--- src/rtl/sort_mem_responder.sv ---
// Memory-side responder for the selection-sort controller: register array with a
// programmable-latency request/complete handshake plus a host load/dump port.
// Latency: completion pulse LATENCY cycles after the request-sampling edge; host read data 1 cycle.
// Backpressure: requests are level-held; a new request is accepted only after both enables drop.
//
// Ports:
//   i_clk, i_rst_n               clock, asynchronous active-low reset
//   i_rd_en/i_wr_en              level-held controller requests (write wins when both high)
//   i_addr/i_wr_data             controller address/data, latched in IDLE
//   o_valid_rd/o_valid_wr        one-cycle completion pulses
//   o_rd_data                    read data, held until the next read completion
//   o_busy                       high whenever the FSM is not IDLE
//   o_req_err                    sticky flag for simultaneous read+write request
//   i_host_*/o_host_rdata        host load/dump port, honoured only in IDLE
// Optional: define SORT_MEM_ACC_CNT_EN to add saturating o_rd_cnt/o_wr_cnt
// completion counters (controller accesses only).
module sort_mem_responder #(
    parameter int DATA_W  = 8,
    parameter int ADDR_W  = 4,
    parameter int LATENCY = 2
) (
    input  logic              i_clk,
    input  logic              i_rst_n,
    input  logic              i_rd_en,
    input  logic              i_wr_en,
    input  logic [ADDR_W-1:0] i_addr,
    input  logic [DATA_W-1:0] i_wr_data,
    output logic              o_valid_rd,
    output logic              o_valid_wr,
    output logic [DATA_W-1:0] o_rd_data,
    output logic              o_busy,
    output logic              o_req_err,
    input  logic              i_host_en,
    input  logic              i_host_we,
    input  logic [ADDR_W-1:0] i_host_addr,
    input  logic [DATA_W-1:0] i_host_wdata,
`ifdef SORT_MEM_ACC_CNT_EN
    output logic [15:0]       o_rd_cnt,
    output logic [15:0]       o_wr_cnt,
`endif
    output logic [DATA_W-1:0] o_host_rdata
);

    localparam int         DEPTH  = 2 ** ADDR_W;
    localparam logic [3:0] LAT_M1 = 4'(LATENCY - 1);

    typedef enum logic [1:0] {
        S_IDLE    = 2'd0,
        S_BUSY    = 2'd1,
        S_RESP    = 2'd2,
        S_RELEASE = 2'd3
    } state_t;

    state_t            r_state;
    state_t            w_state_nxt;
    logic [3:0]        r_cnt;
    logic [3:0]        w_cnt_nxt;
    logic [ADDR_W-1:0] r_addr;
    logic [DATA_W-1:0] r_wdata;
    logic              r_is_wr;
    logic              r_req_err;
    logic [DATA_W-1:0] r_rd_data;
    logic [DATA_W-1:0] r_host_rdata;
    logic [DATA_W-1:0] r_mem [DEPTH];

    logic              w_idle;
    logic              w_req;
    logic              w_enter_resp;
    logic              w_cur_wr;
    logic [ADDR_W-1:0] w_cur_addr;
    logic [DATA_W-1:0] w_cur_data;
    logic              w_commit_wr;
    logic              w_host_go;
    logic              w_host_wr;

    assign w_idle       = (r_state == S_IDLE);
    assign w_req        = i_rd_en | i_wr_en;
    // RESP always exits to RELEASE, so a RESP next-state is always an entry edge.
    assign w_enter_resp = (w_state_nxt == S_RESP);

    // With LATENCY==1 the commit happens on the sampling edge itself, before the
    // latches hold the request, so take the live inputs while still in IDLE.
    assign w_cur_wr   = w_idle ? i_wr_en   : r_is_wr;
    assign w_cur_addr = w_idle ? i_addr    : r_addr;
    assign w_cur_data = w_idle ? i_wr_data : r_wdata;

    // The array has no reset, so gate its writes with i_rst_n to keep a reset
    // from committing an aborted write or a stray host strobe.
    assign w_commit_wr = w_enter_resp && w_cur_wr && i_rst_n;
    assign w_host_go   = w_idle && !w_req && i_host_en;
    assign w_host_wr   = w_host_go && i_host_we && i_rst_n;

    always_comb begin
        w_state_nxt = r_state;
        w_cnt_nxt   = r_cnt;
        case (r_state)
            S_IDLE: begin
                if (w_req) begin
                    w_state_nxt = (LATENCY == 1) ? S_RESP : S_BUSY;
                    w_cnt_nxt   = LAT_M1;
                end
            end
            S_BUSY: begin
                w_cnt_nxt = r_cnt - 4'd1;
                if (r_cnt <= 4'd1) begin
                    w_state_nxt = S_RESP;
                end
            end
            S_RESP: begin
                w_state_nxt = S_RELEASE;
            end
            S_RELEASE: begin
                if (!i_rd_en && !i_wr_en) begin
                    w_state_nxt = S_IDLE;
                end
            end
            default: begin
                w_state_nxt = S_IDLE;
            end
        endcase
    end

    always_ff @(posedge i_clk or negedge i_rst_n) begin
        if (!i_rst_n) begin
            r_state      <= S_IDLE;
            r_cnt        <= 4'd0;
            r_addr       <= '0;
            r_wdata      <= '0;
            r_is_wr      <= 1'b0;
            r_req_err    <= 1'b0;
            r_rd_data    <= '0;
            r_host_rdata <= '0;
        end else begin
            r_state <= w_state_nxt;
            r_cnt   <= w_cnt_nxt;
            if (w_idle && w_req) begin
                r_addr  <= i_addr;
                r_wdata <= i_wr_data;
                r_is_wr <= i_wr_en;
                if (i_rd_en && i_wr_en) begin
                    r_req_err <= 1'b1;
                end
            end
            if (w_enter_resp && !w_cur_wr) begin
                r_rd_data <= r_mem[w_cur_addr];
            end
            if (w_host_go && !i_host_we) begin
                r_host_rdata <= r_mem[i_host_addr];
            end
        end
    end

    // Controller and host writes are mutually exclusive: host access only
    // happens in IDLE with no controller request present.
    always_ff @(posedge i_clk) begin
        if (w_commit_wr) begin
            r_mem[w_cur_addr] <= w_cur_data;
        end else if (w_host_wr) begin
            r_mem[i_host_addr] <= i_host_wdata;
        end
    end

`ifdef SORT_MEM_ACC_CNT_EN
    logic [15:0] r_rd_cnt;
    logic [15:0] r_wr_cnt;

    // Counted on RESP entry so the count moves together with the completion pulse.
    always_ff @(posedge i_clk or negedge i_rst_n) begin
        if (!i_rst_n) begin
            r_rd_cnt <= 16'd0;
            r_wr_cnt <= 16'd0;
        end else if (w_enter_resp) begin
            if (w_cur_wr && (r_wr_cnt != 16'hFFFF)) begin
                r_wr_cnt <= r_wr_cnt + 16'd1;
            end
            if (!w_cur_wr && (r_rd_cnt != 16'hFFFF)) begin
                r_rd_cnt <= r_rd_cnt + 16'd1;
            end
        end
    end

    assign o_rd_cnt = r_rd_cnt;
    assign o_wr_cnt = r_wr_cnt;
`endif

    assign o_valid_rd   = (r_state == S_RESP) && !r_is_wr;
    assign o_valid_wr   = (r_state == S_RESP) &&  r_is_wr;
    assign o_busy       = !w_idle;
    assign o_req_err    = r_req_err;
    assign o_rd_data    = r_rd_data;
    assign o_host_rdata = r_host_rdata;

endmodule

--- config.mk ---
export PLATFORM = sky130hd
export DESIGN_NAME = sort_mem_responder
export DESIGN_NICKNAME = d
export VERILOG_FILES = /design/src/rtl/sort_mem_responder.sv
export SDC_FILE = /design/constraint.sdc
export NUM_CORES = 1
export LEC_CHECK = 0
export CORE_ASPECT_RATIO = 1.1
export CORE_MARGIN = 3
export CORE_UTILIZATION = 40
export DETAILED_ROUTE_END_ITERATION = 10
export PLACE_DENSITY_LB_ADDON = 0.25
export SLEW_MARGIN = 10
export SYNTH_ARGS = -nofsm -noshare
export SYNTH_HDL_FRONTEND = slang
export SYNTH_SLANG_ARGS = --single-unit
--- constraint.sdc ---
create_clock -name i_clk -period 5.9 [get_ports i_clk]
set_clock_uncertainty 0.05 [all_clocks]
set_input_delay 0.59 -clock i_clk [delete_from_list [all_inputs] [get_ports i_clk]]
set_output_delay 0.59 -clock i_clk [all_outputs]
set_load 0.03 [all_outputs]
==> summary.txt <==
Critical path
  – End of the critical path: r_mem[10][2]
  – R2R Path Start: r_state[0]
  – Critical path fanouts, max: 26
  – R2R cell count: 6
  – R2r endpoint: r_mem[10][2]
  – Crit Path Category: flip-flop to flip-flop
  – Critical Path AT: 3.74 ns
  – Reg2Reg Setup Slack: 2.16 ns
  – Kind of end point of the critical path: flip-flop
  – CP Launch Point: r_state[0]
  – CP Data Required Time: 5.90 ns
  – CP Launch Type: flip-flop

Global routing
  – Vias in the first global route: 5,508
  – Most Crowded Layer GR: met2
  – Met3 usage: under 10%
  – Largest net degree at the start of global routing: 42
  – First-pass GRT wire length: 33.1 mm
  – Global route total overflow: 0
  – Met1 usage: 27.8%
  – Gr usage total: between 20% and 30%
  – M2 GR Usage: 31.9%
  – Initial antenna violation count: 0

Logic synthesis
  – Area leader, netlist: edfxtp_1
  – Commonest cells post-synth: 128 x edfxtp_1, 111 x nand2_1, 44 x nand3_1
  – Post-synthesis register bit count: roughly 160
  – YS warnings: 0
  – Netlist Area Pre-Place: around 0.0079 mm^2
  – Async S/R FF share, synth: a little over a fifth
  – Sequential-to-total area share from yosys stat: between 50 and 60%
  – Syn_nets: 635
  – Cell with the most instances after synthesis: edfxtp_1
  – Syn Inst Count: 603
  – Top-area cell type share of the netlist area: 48.4%
  – Top_reg_cell synth: edfxtp_1
  – Yosys cell types: 50
  – Largest cells by area after synthesis: edfxtp_1 48%, dfrtp_1 11%, mux4_2 8.5%, nand2_1 5.2%, mux2_2 3.1%
  – Mean post-synth cell area: 13.2 um^2
  – Number of enable flip-flop cells after synthesis: 128

STA
  – Slew of the pin with the lowest slew margin: 1.29 ns
  – Period utilisation layout: about 63%
  – Max Freq: about 0.27 GHz
  – Final setup fails: 0
  – Slew headroom: around 14%
  – Final Hold Fails: 0
  – Setup_tns: 0 ns
  – Slew Limit Fails: 0
  – Min Tclk post-route: around 3.7 ns
  – RSZ-0062 raised after global routing: false

Layout
  – Final core utilization: between 40% and 50%
  – Ant. Diodes: 0
  – Nets@finish: between 600 and 700
  – Final instance area: 0.00934 mm^2
  – P&R area growth vs syn: 17.6%
  – Fillcell total: ~1,600
  – Share of layout cells above drive strength 1: 17.7%

Placed design
  – Count of input and output buffers: 49
  – Dpl hpwl: between 10 and 15 mm
  – Gpl congestion: between 0.9 and 1
  – Placed cell areas: 0.00866 mm^2

Clocking
  – Post-CTS Setup Repair Bufs: 0
  – Root Driver: clkbuf_16
  – Reg clk slew, reported paths: 0.07 ns
  – Worst-Skew Late Latency: about 0.42 ns
  – Clock sink total: 164
  – CTS Buf Count: 17
  – Hold buffer count at cts: 0
  – Longest Clk Path Bufs: 2
  – CTS H-tree depth: 4
  – TritonCTS clock tree: done
  – Post-CTS sizing: 0

Power and ir drop
  – Pwr Density: roughly 490 mW/mm^2
  – Max rail drop VDD: approximately 240 uV
  – Leak pwr: 3.27 nW

Outcome
  – Status: finished clean

Worst hold path
  – Hold crit path type: input port to asynchronous set/reset pin

Drt
  – Final Routed Wirelength: approximately 22 mm
  – DR WL/cell: 24.1 um
  – Final ANT Viol Nets: 0
  – Initial DRC Count: 661
  – Via density: approximately 6.1
  – Post-route DRC: 0
  – Total iterations of the first detailed-routing run: 6
  – DR vias: 5,524

Floorplanning
  – Starting Density: about 40%
  – Row cnt: 53
  – # IOs: 50
  – Full die area: ~0.022 mm^2
  – Core ar.: slightly below 0.02 mm^2
  – Die Wd: ~140 um
  – Die height: around 150 um

Job
  – Max capacitance violation total: 0
==> per-layer routing <==
metal | share of wire, % | vias to the layer above
met1 | 40 | 2711
met2 | 47 | 367
li1 | - | 2393
met4 | 3.5 | 0
met5 | 0 | -
met3 | 9.6 | 53
==> report_power, final <==
group          internal (W)  switching (W)
Sequential          0.00155       0.000126
Combinational      0.000580        0.00109
Clock              0.000799       0.000461
Total               0.00293        0.00168
==> worst min-delay path by stage <==
| stage | from | to | slack, ns | depth (start not counted) |
|---|---|---|---|---|
| after floorplan | i_rst_n | o_host_rdata[0] | 0.24 | 0 |
| after global placement | o_req_err | o_req_err | 0.41 | 1 |
| after detailed placement | o_req_err | o_req_err | 0.42 | 1 |
| after CTS | i_rst_n | o_rd_data[2] | 0.03 | 1 |
| after global routing | i_rst_n | o_host_rdata[4] | 0.03 | 1 |
| final | i_rst_n | o_rd_data[1] | 0.03 | 1 |
==> state kept, by name, indices dropped and copies added (netlist names) <==
| register | flops |
|---|---|
| r_mem | 128 |
| r_state | 2 |
| o_rd_data | 8 |
| o_host_rdata | 8 |
| r_addr | 4 |
| r_cnt | 4 |
| r_is_wr | 1 |
| r_wdata | 8 |
| o_req_err | 1 |
==> layout make-up <==
cell class	instances	area (um^2)	area share, %
clock buffer	17	425	4.55
clock inverter	15	251	2.69
inverter	7	26.3	0.281
multi-input combinational	395	3010	32.2
sequential	164	4740	50.8
tap	247	309	3.31
timing repair buffer	62	578	6.19
==> cells by family after synthesis <==
logic type	share of synthesized area (%)
adder cells (fa/ha/maj)	0.315
AND/OR/NAND/NOR	12.2
AO/OA/AOI/OAI	7.73
multiplexers	17.2
flip-flops	59.7
buffers and inverters	2.84
==> critical path: stages, from the launching register on <==
cell      delay [ns]
dfrtp_1         0.48
nor2_4          0.58
and3_1          0.30
nand3_1         0.60
o311ai_0        0.39
nand2_1         0.19
nor2b_1         0.76
==> placed cells by master, fill, tap and decap left out, types with 7 or more instances in the layout <==
cell / count
edfxtp_1: 128
nand2_1: 111
clkdlybuf4s50_1: 47
nand3_1: 44
dfrtp_1: 36
mux4_2: 30
nor2_1: 28
a21oi_1: 26
mux2_2: 22
mux2i_1: 18
clkbuf_16: 17
buf_4: 13
o21ai_1: 11
a31oi_1: 10
o22ai_1: 10
a221oi_1: 8
o221ai_1: 8
mux4_4: 7
==> per-stage QoR <==
stage	power, W	hold slack (ns)	setup slack (ns)	cells
2_1_floorplan	0.00271	0.244	3.43	603
3_3_place_gp	0.00332	0.413	2.15	875
3_5_place_dp	0.00336	0.416	2.01	875
4_1_cts	0.00461	0.0265	2.19	907
5_1_grt	0.00483	0.0345	1.93	907
6_report	0.00461	0.0287	2.16	907
Note: power is estimated with default switching activity, not from simulation.
